### src/rtl/pong_game_ctrl.sv
// -----------------------------------------------------------------------------
// pong_game_ctrl
//   Game sequencer for the camera ball-catch display (pixel clock domain).
//   A ball falls from the top of the screen; the player "catches" it by moving
//   in front of the camera over the ball area.  Per-pixel hit qualifiers are
//   counted over a frame and judged at the next frame_start.
//
// Ports
//   clk          pixel clock
//   reset_n      asynchronous active-low reset
//   frame_start  one-clk pulse at the start of each frame
//   start_btn    one-clk debounced start pulse (honoured in IDLE and OVER)
//   hit_pixel    per-pixel qualifier: ball area AND camera motion
//   ball_x       ball left edge (updated on frame_start clks only)
//   ball_y       ball top edge (updated on frame_start clks only)
//   score        catches, binary, saturating at 99
//   lives        remaining lives
//   speed        current fall speed in lines per frame
//   game_over    high while in OVER (registered from state)
//   is_idle      high in every state except PLAY (registered from state)
//   hit_pulse    one clk on a catch
//   miss_pulse   one clk on a miss
// -----------------------------------------------------------------------------
module pong_game_ctrl #(
    parameter int SCREEN_H    = 480,
    parameter int BALL_SIZE   = 20,
    parameter int HIT_THRESH  = 16,
    parameter int INIT_LIVES  = 3,
    parameter int BASE_SPEED  = 2,
    parameter int MAX_SPEED   = 8,
    parameter int SPAWN_DELAY = 30,
    parameter int OVER_FRAMES = 180
) (
    input  logic       clk,
    input  logic       reset_n,
    input  logic       frame_start,
    input  logic       start_btn,
    input  logic       hit_pixel,
    output logic [9:0] ball_x,
    output logic [9:0] ball_y,
    output logic [7:0] score,
    output logic [2:0] lives,
    output logic [3:0] speed,
    output logic       game_over,
    output logic       is_idle,
    output logic       hit_pulse,
    output logic       miss_pulse
);

    localparam logic [1:0] ST_IDLE  = 2'd0;
    localparam logic [1:0] ST_SERVE = 2'd1;
    localparam logic [1:0] ST_PLAY  = 2'd2;
    localparam logic [1:0] ST_OVER  = 2'd3;

    localparam logic [7:0]  SPAWN_LAST = 8'(SPAWN_DELAY - 1);
    localparam logic [7:0]  OVER_LAST  = 8'(OVER_FRAMES - 1);
    localparam logic [7:0]  HIT_LIM    = 8'(HIT_THRESH);
    localparam logic [10:0] Y_LIMIT    = 11'(SCREEN_H - BALL_SIZE);
    localparam logic [2:0]  LIVES_INIT = 3'(INIT_LIVES);
    localparam logic [3:0]  SPEED_INIT = 4'(BASE_SPEED);
    localparam logic [3:0]  SPEED_MAX  = 4'(MAX_SPEED);

    logic [1:0] state_reg,      state_next;
    logic [9:0] ball_x_reg,     ball_x_next;
    logic [9:0] ball_y_reg,     ball_y_next;
    logic [7:0] score_reg,      score_next;
    logic [2:0] lives_reg,      lives_next;
    logic [3:0] speed_reg,      speed_next;
    logic [2:0] ramp_cnt_reg,   ramp_cnt_next;
    logic [7:0] frame_cnt_reg,  frame_cnt_next;
    logic [7:0] hit_cnt_reg,    hit_cnt_next;
    logic [8:0] lfsr_reg;
    logic       hit_pulse_reg,  hit_pulse_next;
    logic       miss_pulse_reg, miss_pulse_next;
    logic       game_over_reg;
    logic       is_idle_reg;

    // Bottom-crossing test done one bit wider so ball_y+speed cannot wrap.
    logic [10:0] y_sum;
    assign y_sum = {1'b0, ball_y_reg} + {7'd0, speed_reg};

    always_comb begin
        state_next      = state_reg;
        ball_x_next     = ball_x_reg;
        ball_y_next     = ball_y_reg;
        score_next      = score_reg;
        lives_next      = lives_reg;
        speed_next      = speed_reg;
        ramp_cnt_next   = ramp_cnt_reg;
        frame_cnt_next  = frame_cnt_reg;
        hit_cnt_next    = hit_cnt_reg;
        hit_pulse_next  = 1'b0;
        miss_pulse_next = 1'b0;

        // Hit counter: the value judged at frame_start is the registered one,
        // so clearing here on frame_start is "sample first, then clear".
        if (frame_start) begin
            hit_cnt_next = 8'd0;
        end else if (state_reg == ST_PLAY && hit_pixel && hit_cnt_reg != 8'hFF) begin
            hit_cnt_next = hit_cnt_reg + 8'd1;
        end

        case (state_reg)
            ST_IDLE: begin
                if (start_btn) begin
                    state_next     = ST_SERVE;
                    score_next     = 8'd0;
                    lives_next     = LIVES_INIT;
                    speed_next     = SPEED_INIT;
                    ramp_cnt_next  = 3'd0;
                    frame_cnt_next = 8'd0;
                end
            end
            ST_SERVE: begin
                if (frame_start) begin
                    if (frame_cnt_reg == SPAWN_LAST) begin
                        state_next     = ST_PLAY;
                        // LFSR is never 0, so x lands in 1..511.
                        ball_x_next    = {1'b0, lfsr_reg};
                        ball_y_next    = 10'd0;
                        frame_cnt_next = 8'd0;
                    end else begin
                        frame_cnt_next = frame_cnt_reg + 8'd1;
                    end
                end
            end
            ST_PLAY: begin
                if (frame_start) begin
                    if (hit_cnt_reg >= HIT_LIM) begin
                        // A catch beats a simultaneous bottom crossing.
                        state_next     = ST_SERVE;
                        hit_pulse_next = 1'b1;
                        frame_cnt_next = 8'd0;
                        if (score_reg < 8'd99) begin
                            score_next = score_reg + 8'd1;
                        end
                        if (ramp_cnt_reg == 3'd4) begin
                            ramp_cnt_next = 3'd0;
                            speed_next    = (speed_reg >= SPEED_MAX) ? SPEED_MAX
                                                                     : speed_reg + 4'd1;
                        end else begin
                            ramp_cnt_next = ramp_cnt_reg + 3'd1;
                        end
                    end else if (y_sum > Y_LIMIT) begin
                        miss_pulse_next = 1'b1;
                        lives_next      = lives_reg - 3'd1;
                        frame_cnt_next  = 8'd0;
                        state_next      = (lives_reg == 3'd1) ? ST_OVER : ST_SERVE;
                    end else begin
                        ball_y_next = y_sum[9:0];
                    end
                end
            end
            default: begin // ST_OVER
                if (start_btn) begin
                    state_next     = ST_SERVE;
                    score_next     = 8'd0;
                    lives_next     = LIVES_INIT;
                    speed_next     = SPEED_INIT;
                    ramp_cnt_next  = 3'd0;
                    frame_cnt_next = 8'd0;
                end else if (frame_start) begin
                    if (frame_cnt_reg == OVER_LAST) begin
                        state_next     = ST_IDLE;
                        frame_cnt_next = 8'd0;
                    end else begin
                        frame_cnt_next = frame_cnt_reg + 8'd1;
                    end
                end
            end
        endcase

        // Each state starts with a fresh hit count.
        if (state_next != state_reg) begin
            hit_cnt_next = 8'd0;
        end
    end

    always_ff @(posedge clk or negedge reset_n) begin
        if (!reset_n) begin
            state_reg      <= ST_IDLE;
            ball_x_reg     <= 10'd310;
            ball_y_reg     <= 10'd0;
            score_reg      <= 8'd0;
            lives_reg      <= LIVES_INIT;
            speed_reg      <= SPEED_INIT;
            ramp_cnt_reg   <= 3'd0;
            frame_cnt_reg  <= 8'd0;
            hit_cnt_reg    <= 8'd0;
            lfsr_reg       <= 9'h1FF;
            hit_pulse_reg  <= 1'b0;
            miss_pulse_reg <= 1'b0;
            game_over_reg  <= 1'b0;
            is_idle_reg    <= 1'b1;
        end else begin
            state_reg      <= state_next;
            ball_x_reg     <= ball_x_next;
            ball_y_reg     <= ball_y_next;
            score_reg      <= score_next;
            lives_reg      <= lives_next;
            speed_reg      <= speed_next;
            ramp_cnt_reg   <= ramp_cnt_next;
            frame_cnt_reg  <= frame_cnt_next;
            hit_cnt_reg    <= hit_cnt_next;
            // x^9 + x^5 + 1 Fibonacci form; all-ones seed keeps it off zero.
            lfsr_reg       <= {lfsr_reg[7:0], lfsr_reg[8] ^ lfsr_reg[4]};
            hit_pulse_reg  <= hit_pulse_next;
            miss_pulse_reg <= miss_pulse_next;
            // Status flags follow the state one clk later.
            game_over_reg  <= (state_reg == ST_OVER);
            is_idle_reg    <= (state_reg != ST_PLAY);
        end
    end

    assign ball_x     = ball_x_reg;
    assign ball_y     = ball_y_reg;
    assign score      = score_reg;
    assign lives      = lives_reg;
    assign speed      = speed_reg;
    assign game_over  = game_over_reg;
    assign is_idle    = is_idle_reg;
    assign hit_pulse  = hit_pulse_reg;
    assign miss_pulse = miss_pulse_reg;

endmodule

### config.mk
export PLATFORM = sky130hd
export DESIGN_NAME = pong_game_ctrl
export DESIGN_NICKNAME = d
export VERILOG_FILES = /design/src/rtl/pong_game_ctrl.sv
export SDC_FILE = /design/constraint.sdc
export NUM_CORES = 1
export LEC_CHECK = 0
export ABC_AREA = 1
export BUFFER_PORTS_ARGS = -buffer_cell sky130_fd_sc_hd__buf_2
export CELL_PAD_IN_SITES_DETAIL_PLACEMENT = 0
export CELL_PAD_IN_SITES_GLOBAL_PLACEMENT = 1
export CORE_MARGIN = 1.5
export CORE_UTILIZATION = 35
export DETAILED_ROUTE_END_ITERATION = 8
export GPL_TIMING_DRIVEN = 0
export PLACE_DENSITY = 0.71
export SLEW_MARGIN = 10
export SYNTH_ARGS = -nofsm -noshare
export SYNTH_HDL_FRONTEND = slang
export SYNTH_SLANG_ARGS = --single-unit
### constraint.sdc
create_clock -name clk -period 3.9 [get_ports clk]
set_input_delay 0 -clock clk [delete_from_list [all_inputs] [get_ports clk]]
set_output_delay 0 -clock clk [all_outputs]
set_load 0.01 [all_outputs]
==> flow_metrics.py, run 1 <==
metrics = {
    "clock_network": {
        "cts.repair.resized": 0,
        "tritoncts": "built",
        "htreeDepth": 3,
        "clockBufferDepth": 2,
        "clock-sinks": 68,
        "clk_latency_ns": 0.35,
        "postCtsHoldBufs": 1,
        "clk_pin_slew_ns": 0.08,
        "clockRootBuffer": "clkbuf_8",
        "cts_buffers": 9,
        "post-cts-setup-buffers": 0,
    },
    "worst_setup_path": {
        "start_kind": "flop",
        "end_kind": "flop",
        "required_ns": 4.14,
        "critPathMaxFanout": 8,
        "path_class": "flop to flop",
        "arrival_ns": 2.97,
    },
    "route": {
        "vias": 3027,
        "drc": 0,
        "drt_iter0_markers": 164,
        "postRouteAntennaNets": 0,
        "vias_per_cell": 4.797,
        "wire_per_inst_um": 12.99,
        "wl_mm": 8.199,
        "dr.pass1.iters": 4,
    },
    "power": {
        "clockPowerShare": 0.332,
        "ir_drop_mv": 0.1909,
        "cellLeakagePower_nw": 2.185,
        "powerDensity_nw_per_um2": 421.9,
        "p_total_mw": 1.837,
        "p_seq_frac": 0.472,
        "p_int_mw": 1.239,
        "swShare": 0.3255,
        "combPwrFrac": 0.196,
        "switchingPower_mw": 0.5979,
    },
    "die": {
        "fp.dieH_um": 106.2,
        "ios": 44,
        "core_um2": 10320,
        "die_w_um": 106.2,
        "placementRows": 37,
        "die_area_um2": 11280,
        "initial_utilization": 0.3612,
    },
    "synthesis": {
        "synth-seq-cells": 68,
        "synth-compound-area-share": 0.09262,
        "syn_inst": 435,
        "synth_seq_area_share": 0.4624,
        "synthAdderAreaFrac": 0.05570,
        "synth-xor-area-share": 0.02584,
        "yosysWarnings": 0,
        "synth.avg_cell_area_um2": 8.571,
        "synthMuxAreaShare": 0.02718,
        "syn_area_um2": 3729,
        "synth_top_family_by_area": "simple AND/OR/NAND/NOR gates",
        "synth_nets": 456,
        "yosysUniqueCellTypes": 43,
        "synth-simple-area-share": 0.2624,
    },
    "sta": {
        "tns_ns": 0,
        "slew_headroom": 0.5174,
        "worstMarginPinSlew_ns": 0.7205,
        "setup_ws_ns": 1.165,
        "slew_violations": 0,
        "layout_min_cycle_time_ns": 2.735,
        "period_share": 0.7014,
        "max_freq_mhz": 365.6,
        "finalHoldViolCount": 0,
        "setup_viol": 0,
        "hold_ws_ns": 0.02160,
        "rsz0062_at_grt": "false",
        "fin_skew_ns": 0.009143,
    },
    "final_layout": {
        "postLayoutCellArea_um2": 4354,
        "drive_gt1_frac": 0.2566,
        "layout.nets": 511,
        "final_cell_mix": "86 x nand2_1, 54 x inv_1, 50 x dfrtp_1",
        "final_common_cell": "nand2_1",
        "area_delta_synth_final_pct": 16.78,
        "largest_reg_flops": 10,
        "antenna_cells": 0,
        "fillers": 1037,
    },
    "global_routing": {
        "grt.overflow.total": 0,
        "grt_start_max_net_pins": 49,
        "grt_pass1_vias": 2943,
        "grt_antenna_before_repair": 0,
        "grt.total_usage": 0.1586,
        "grt_pass1_wl_mm": 14.20,
    },
    "placed_design": {
        "dp_hpwl_mm": 5.935,
        "port_buffers": 42,
        "dp_slack_ns": 1.153,
        "gp_congestion": 0.8279,
        "placed_cell_area_um2": 4139,
    },
    "run": {
        "max_cap_viol_count": 0,
    },
    "status": {
        "status": "completed",
    },
    "worst_hold_path": {
        "min_path_type": "input port to flop",
    },
}
==> power groups by stage <==
stage	registers [mW]	clock network [mW]	logic, mW
3_3_place_gp	0.879	0	0.349
6_report	0.868	0.610	0.359
3_5_place_dp	0.880	0	0.361
2_1_floorplan	0.882	0	0.232
4_1_cts	0.868	0.633	0.364
5_1_grt	0.881	0.667	0.417
==> area by class of cell <==
| cell class | instances | area (µm²) | area share |
|---|---|---|---|
| clock inverter | 7 | 81.33 | 0.01868 |
| timing repair buffer | 44 | 250.2 | 0.05747 |
| clock buffer | 9 | 123.9 | 0.02845 |
| buffer | 7 | 48.80 | 0.01121 |
| multi-input combinational | 301 | 1733 | 0.3980 |
| sequential | 68 | 1724 | 0.3960 |
| tap | 136 | 170.2 | 0.03908 |
| inverter | 59 | 222.7 | 0.05115 |
==> worst max-delay path, stage by stage (launching register included) <==
cell	delay, ns
dfstp_2	0.59
inv_1	0.09
fa_1	0.41
inv_1	0.08
nand2_2	0.06
a21oi_2	0.23
nand2_2	0.11
nand2_1	0.09
nand2_1	0.05
nor2_1	0.09
nand3_1	0.16
nand3_2	0.15
nand3_1	0.28
nand3_1	0.17
nand2_1	0.06
==> cell usage after synthesis (all sizes together) <==
cell type | count | area share
a211oi | 1 | 0.0020
a21boi | 1 | 0.0020
a21oi | 12 | 0.020
a22oi | 1 | 0.0020
a31oi | 1 | 0.0017
and3 | 1 | 0.0017
buf | 7 | 0.013
clkinv | 1 | 0.0013
conb | 1 | 0.0010
dfrtp | 50 | 0.34
dfstp | 18 | 0.13
fa | 1 | 0.0054
ha | 15 | 0.050
inv | 58 | 0.058
mux2 | 9 | 0.027
nand2 | 96 | 0.11
nand3 | 50 | 0.071
nand3b | 7 | 0.014
nand4 | 4 | 0.0067
nor2 | 35 | 0.038
nor3 | 9 | 0.015
nor4 | 3 | 0.0050
o2111ai | 1 | 0.0023
o211ai | 1 | 0.0020
o21ai | 36 | 0.056
o21bai | 2 | 0.0040
or2 | 3 | 0.0050
xnor2 | 2 | 0.0047
xor2 | 9 | 0.021
==> per-stage QoR <==
stage	cells	utilization
2_1_floorplan	435	-
4_1_cts	631	0.4218
6_report	631	0.4218
3_5_place_dp	614	0.4009
5_1_grt	631	0.4218
3_3_place_gp	613	0.3980
==> per-layer routing <==
layer	track usage	part of all wire	vias to the layer above
met2	0.2438	0.44	51
met3	0.03556	0.033	15
li1	-	-	1533
met1	0.2170	0.51	1428
met5	0	0	-
met4	0.06081	0.020	0
==> worst paths after layout <==
| check | slack [ns] | endpoint | depth (start not counted) | start |
|---|---|---|---|---|
| min reg2reg | 0.36 | lfsr_reg[1] | 0 | lfsr_reg[0] |
| min in group asynchronous | 0.08 | ball_y[1] | 2 | reset_n |
| min | 0.02 | miss_pulse | 3 | frame_start |
| max reg2reg | 1.16 | hit_cnt_reg[7] | 14 | speed[1] |
| max | 1.16 | hit_cnt_reg[7] | 14 | speed[1] |
| max in group asynchronous | 3.22 | lfsr_reg[0] | 3 | reset_n |
==> cell families after synthesis <==
| group | after synthesis |
|---|---|
| AO/OA/AOI/OAI | 56 |
| buffers and inverters | 66 |
| XOR/XNOR | 11 |
| multiplexers | 9 |
| adder cells (fa/ha/maj) | 16 |
| flip-flops | 68 |
| AND/OR/NAND/NOR | 208 |
| other | 1 |
Note: power is estimated with default switching activity, not from simulation.
==> run 2, diff against run 1 <==
==> constraint.sdc (replaced) <==
create_clock -name clk -period 2.8 [get_ports clk]
set_input_delay 0 -clock clk [delete_from_list [all_inputs] [get_ports clk]]
set_output_delay 0 -clock clk [all_outputs]
set_load 0.01 [all_outputs]
==> flow_metrics.py, run 2 (synthesized netlist as in run 1, its figures left out) <==
metrics = {
    "status": {
        "status": "completed",
    },
    "worst_setup_path": {
        "critPathCapture": "ball_y[6]",
        "start_kind": "flop",
        "critPathMaxFanout": 10,
        "path_class": "flop to flop",
        "required_ns": 3.04,
        "r2r-end": "ball_y[6]",
        "arrival_ns": 2.83,
        "rr_startpoint": "speed[0]",
        "rrSetupSlack_ns": 0.21,
        "end_kind": "flop",
        "critical_path.startpoint": "speed[0]",
        "worst-r2r-cell-count": 17,
    },
    "global_routing": {
        "grt.total_usage": 0.1586,
        "grt_pass1_wl_mm": 14.20,
        "grt_start_max_net_pins": 49,
        "grt_pass1_vias": 2943,
        "grt.overflow.total": 0,
        "grt_antenna_before_repair": 0,
    },
    "die": {
        "initial_utilization": 0.3612,
        "ios": 44,
        "die_area_um2": 11280,
        "die_w_um": 106.2,
        "placementRows": 37,
        "fp.dieH_um": 106.2,
        "core_um2": 10320,
    },
    "route": {
        "vias_per_cell": 4.793,
        "wire_per_inst_um": 12.92,
        "dr.pass1.iters": 4,
        "vias": 3058,
        "drc": 0,
        "drt_iter0_markers": 145,
        "wl_mm": 8.241,
        "postRouteAntennaNets": 0,
    },
    "clock_network": {
        "clockBufferDepth": 2,
        "clk_pin_slew_ns": 0.08,
        "clk_latency_ns": 0.35,
        "cts_buffers": 9,
        "clockRootBuffer": "clkbuf_8",
        "clock-sinks": 68,
        "tritoncts": "built",
        "htreeDepth": 3,
    },
    "final_layout": {
        "area_delta_synth_final_pct": 19.43,
        "antenna_cells": 0,
        "layout.nets": 518,
        "final_util": 0.4313,
        "largest_reg_flops": 10,
        "fin_cells": 638,
        "drive_gt1_frac": 0.2729,
        "multiInputGateArea_um2": 1775,
        "seqCellArea_um2": 1724,
        "final_common_cell": "nand2_1",
        "postLayoutCellArea_um2": 4453,
        "final_cell_mix": "86 x nand2_1, 54 x inv_1, 50 x dfrtp_1",
        "fillers": 1030,
    },
    "power": {
        "swShare": 0.3246,
        "switchingPower_mw": 0.8381,
        "p_total_mw": 2.582,
        "cellLeakagePower_nw": 2.220,
        "powerDensity_nw_per_um2": 579.9,
        "p_int_mw": 1.744,
        "p_seq_frac": 0.467,
        "clockPowerShare": 0.328,
        "combPwrFrac": 0.205,
        "ir_drop_mv": 0.2646,
    },
    "placed_design": {
        "dp_hpwl_mm": 5.935,
        "numPlacedInstances": 614,
        "port_buffers": 42,
        "gp_congestion": 0.8279,
        "placed_cell_area_um2": 4139,
        "dp_slack_ns": 0.05301,
    },
    "sta": {
        "layout_min_cycle_time_ns": 2.590,
        "slew_violations": 0,
        "period_share": 0.9251,
        "worstMarginPinSlew_ns": 0.7596,
        "setup_ws_ns": 0.2096,
        "slew_headroom": 0.4913,
        "max_freq_mhz": 386.0,
        "fin_skew_ns": 0.009957,
        "finalHoldViolCount": 0,
        "setup_viol": 0,
    },
    "worst_hold_path": {
        "min_path_type": "input port to flop",
    },
    "run": {
        "max_cap_viol_count": 0,
    },
}
run 2: worst min path at each step:
stage	startpoint	to	slack, ns	depth (start not counted)
CTS	frame_start	miss_pulse	0.001	3
global route	frame_start	miss_pulse	0.03	3
detailed placement	reset_n	ball_y[2]	-0.08	1
finish	frame_start	miss_pulse	0.02	3
global placement	lfsr_reg[5]	lfsr_reg[6]	0.36	0
floorplan	reset_n	ball_x[0]	-0.30	0
run 2: layout make-up:
type / count / area share
buffer: 7 / 0.01180
timing repair buffer: 51 / 0.06800
inverter: 59 / 0.05001
clock inverter: 7 / 0.01826
clock buffer: 9 / 0.02782
sequential: 68 / 0.3872
tap: 136 / 0.03821
multi-input combinational: 301 / 0.3987
run 2: per-stage QoR:
| step | TNS, ns | hold slack (ns) |
|---|---|---|
| floorplan | 0 | -0.2956 |
| global placement | 0 | 0.3562 |
| detailed placement | 0 | -0.08238 |
| CTS | 0 | 0.001342 |
| global route | -0.008768 | 0.02780 |
| finish | 0 | 0.01846 |
run 2: worst max-delay path, cell delays in order (launching register included):
cell	delay (ns)
dfrtp_1	0.43
ha_4	0.17
inv_1	0.05
fa_1	0.37
inv_1	0.08
nand2_2	0.07
a21oi_4	0.19
buf_4	0.14
nand2_1	0.06
nand2_1	0.08
nand3_1	0.09
nand3_2	0.12
nand3_4	0.12
nand2_2	0.13
nand2_4	0.09
buf_8	0.18
nand2_2	0.06
o21ai_2	0.05
run 2: repair_timing:
| item | in CTS | in global routing |
|---|---|---|
| hold buffers | 1 | 0 |
| setup buffers | 0 | 7 |
| gates resized for setup | 0 | 8 |
| endpoints found under the hold margin | 55 | 0 |
| setup endpoints to repair | 0 | 28 |
run 2: layer usage:
metal / share of wire / up-vias / GRT usage
li1: - / 1550 / -
met3: 0.037 / 12 / 0.03556
met2: 0.44 / 50 / 0.2438
met5: 0 / - / 0
met4: 0.019 / 0 / 0.06081
met1: 0.50 / 1446 / 0.2170
run 2: power by group through the flow:
stage / clock, mW / combinational [mW] / sequential (mW)
after floorplan: 0 / 0.323 / 1.23
after global placement: 0 / 0.486 / 1.22
after CTS: 0.882 / 0.507 / 1.21
after global routing: 0.929 / 0.611 / 1.22
final: 0.848 / 0.528 / 1.21
after detailed placement: 0 / 0.503 / 1.23
==> run 3, diff against run 2 <==
--- a/config.mk
+++ b/config.mk
@@ -6,6 +6,7 @@
 export NUM_CORES = 1
 export LEC_CHECK = 0
 export ABC_AREA = 1
+export ABC_CLOCK_PERIOD_IN_PS = 2300
 export BUFFER_PORTS_ARGS = -buffer_cell sky130_fd_sc_hd__buf_2
 export CELL_PAD_IN_SITES_DETAIL_PLACEMENT = 0
 export CELL_PAD_IN_SITES_GLOBAL_PLACEMENT = 1
@@ -13,7 +14,8 @@
 export CORE_UTILIZATION = 35
 export DETAILED_ROUTE_END_ITERATION = 8
 export GPL_TIMING_DRIVEN = 0
-export PLACE_DENSITY = 0.71
+export PLACE_DENSITY = 0.73
+export SETUP_SLACK_MARGIN = 0.2
 export SLEW_MARGIN = 10
 export SYNTH_ARGS = -nofsm -noshare
 export SYNTH_HDL_FRONTEND = slang
==> constraint.sdc (replaced) <==
create_clock -name clk -period 2.3 [get_ports clk]
set_input_delay 0 -clock clk [delete_from_list [all_inputs] [get_ports clk]]
set_output_delay 0 -clock clk [all_outputs]
set_load 0.01 [all_outputs]
==> flow_metrics.py, run 3 (synthesized netlist as in run 1, its figures left out) <==
metrics = {
    "global_routing": {
        "use_met3": 0.03250,
        "use_met2": 0.2521,
        "grt_pass1_vias": 3011,
        "grt_start_max_net_pins": 55,
        "grt.total_usage": 0.1641,
        "use_met1": 0.2239,
        "top_usage_layer": "met2",
        "grt.overflow.total": 0,
        "grt_pass1_wl_mm": 14.50,
        "grt_antenna_before_repair": 0,
    },
    "power": {
        "powerDensity_nw_per_um2": 665.5,
        "p_int_mw": 2.170,
        "cellLeakagePower_nw": 2.396,
        "switchingPower_mw": 1.090,
        "clockPowerShare": 0.321,
        "p_seq_frac": 0.452,
        "ir_drop_mv": 0.4199,
        "combPwrFrac": 0.227,
        "swShare": 0.3343,
    },
    "placed_design": {
        "placed_cell_area_um2": 4165,
        "dp_slack_ns": -0.2803,
        "gp_congestion": 0.8076,
        "port_buffers": 42,
        "dp_hpwl_mm": 5.868,
    },
    "sta": {
        "finalHoldViolCount": 0,
        "fin_skew_ns": 0.008961,
        "worstMarginPinSlew_ns": 1.128,
        "rsz0062_at_grt": "true",
        "slew_headroom": 0.2443,
        "setup_viol": 27,
        "slew_violations": 0,
        "max_freq_mhz": 401.8,
        "layout_min_cycle_time_ns": 2.489,
        "hold_ws_ns": 0.03944,
        "period_share": 1.082,
        "setup_ws_ns": -0.1888,
    },
    "clock_network": {
        "htreeDepth": 3,
        "tritoncts": "built",
        "clk_pin_slew_ns": 0.09,
        "clk_latency_ns": 0.36,
        "clockBufferDepth": 2,
        "cts_buffers": 9,
        "clockRootBuffer": "clkbuf_8",
        "clock-sinks": 68,
    },
    "route": {
        "wl_mm": 8.726,
        "postRouteAntennaNets": 0,
        "vias_per_cell": 4.878,
        "vias": 3200,
        "drc": 0,
        "wire_per_inst_um": 13.30,
        "drt_iter0_markers": 190,
        "dr.pass1.iters": 7,
    },
    "worst_setup_path": {
        "cp_cell_sequence": "inv_2 > fa_2 > inv_2 > nand2_4 > a21oi_4 > nand2_2 > nand2_2 > nand3_2 > nand3_4 > nand3_4 > nand2_4 > nand2_8 > buf_12 > buf_12 > nand2_2 > o21ai_2",
        "arrival_ns": 2.74,
        "end_kind": "flop",
        "required_ns": 2.55,
        "cpMaxStageDelayCell": "dfstp_2",
        "critPathMaxFanout": 6,
        "crit_family": "simple AND/OR/NAND/NOR gates",
        "start_kind": "flop",
        "worst_path_largest_cell_delay_ns": 0.55,
        "path_common_cell": "nand2_2",
        "rrSetupSlack_ns": -0.19,
        "path_class": "flop to flop",
        "crit_buf_inv": 4,
    },
    "final_layout": {
        "final_common_cell": "nand2_1",
        "area_delta_synth_final_pct": 31.38,
        "drive_gt1_frac": 0.3750,
        "final_cell_mix": "70 x nand2_1, 50 x inv_1, 50 x dfrtp_1",
        "largest_reg_flops": 10,
        "layout.nets": 536,
        "postLayoutCellArea_um2": 4898,
        "antenna_cells": 0,
    },
    "die": {
        "fp.dieH_um": 106.2,
        "die_w_um": 106.2,
        "die_area_um2": 11280,
        "ios": 44,
        "initial_utilization": 0.3612,
        "placementRows": 37,
        "core_um2": 10320,
    },
    "status": {
        "violations": "negative setup slack",
        "status": "finished with violations",
    },
    "run": {
        "max_cap_viol_count": 0,
    },
    "worst_hold_path": {
        "min_path_type": "input port to flop",
    },
}
run 3: layout make-up:
type                    count  area [µm²]
well taps                 136       170.2
flip-flops and latches     68        1724
clock inverters             7       78.83
fillers                   978        5425
clock buffers               9       123.9
inverters                  59       227.7
repair buffers             69       513.0
plain buffers               7       61.31
multi-input cells         301        1999
run 3: final timing paths:
path,from,to,cells past startpoint
worst max-delay path,speed[1],ball_y[2],16
worst min-delay path,start_btn,frame_cnt_reg[6],4
max in group asynchronous,reset_n,ball_x[8],3
worst max register to register,speed[1],ball_y[2],16
worst min register to register,lfsr_reg[3],lfsr_reg[4],0
min in group asynchronous,reset_n,ball_y[1],2
run 3: worst register-to-register path, stage by stage, from the launching register on:
cell and delay (ns):
dfstp_2 0.55, inv_2 0.05, fa_2 0.36, inv_2 0.07, nand2_4 0.05, a21oi_4 0.23, nand2_2 0.09, nand2_2 0.08
nand3_2 0.09, nand3_4 0.12, nand3_4 0.11, nand2_4 0.12, nand2_8 0.07, buf_12 0.15, buf_12 0.14, nand2_2 0.06
o21ai_2 0.05
run 3: metrics by stage:
step	power (mW)	cells	TNS [ns]	util
final	3.260	656	-3.508	0.4745
after global routing	3.477	656	-7.392	0.4745
after CTS	3.242	649	-1.853	0.4569
after detailed placement	2.112	614	-5.922	0.4035
after global placement	2.089	613	-4.745	0.4006
after floorplan	1.899	435	0	-
run 3: repair_timing:
item                                   CTS  global route
gates resized for setup                 34            31
endpoints found under the hold margin   52             0
setup endpoints to repair               32            34
hold buffers                             2             0
cloned                                   2             0
pin swaps                               12             8
setup buffers                           15             7
run 3: per-layer routing:
layer  vias to the layer above  part of all wire
li1                       1578                 -
met1                      1536              0.49
met2                        66              0.45
met3                        20             0.033
met4                         0             0.024
met5                         -                 0
run 3: power groups by stage:
stage	sequential, mW	combinational, mW	clock [mW]
after floorplan	1.50	0.401	0
after global placement	1.49	0.599	0
after detailed placement	1.50	0.615	0
after CTS	1.47	0.679	1.09
after global routing	1.49	0.843	1.15
final	1.47	0.741	1.05
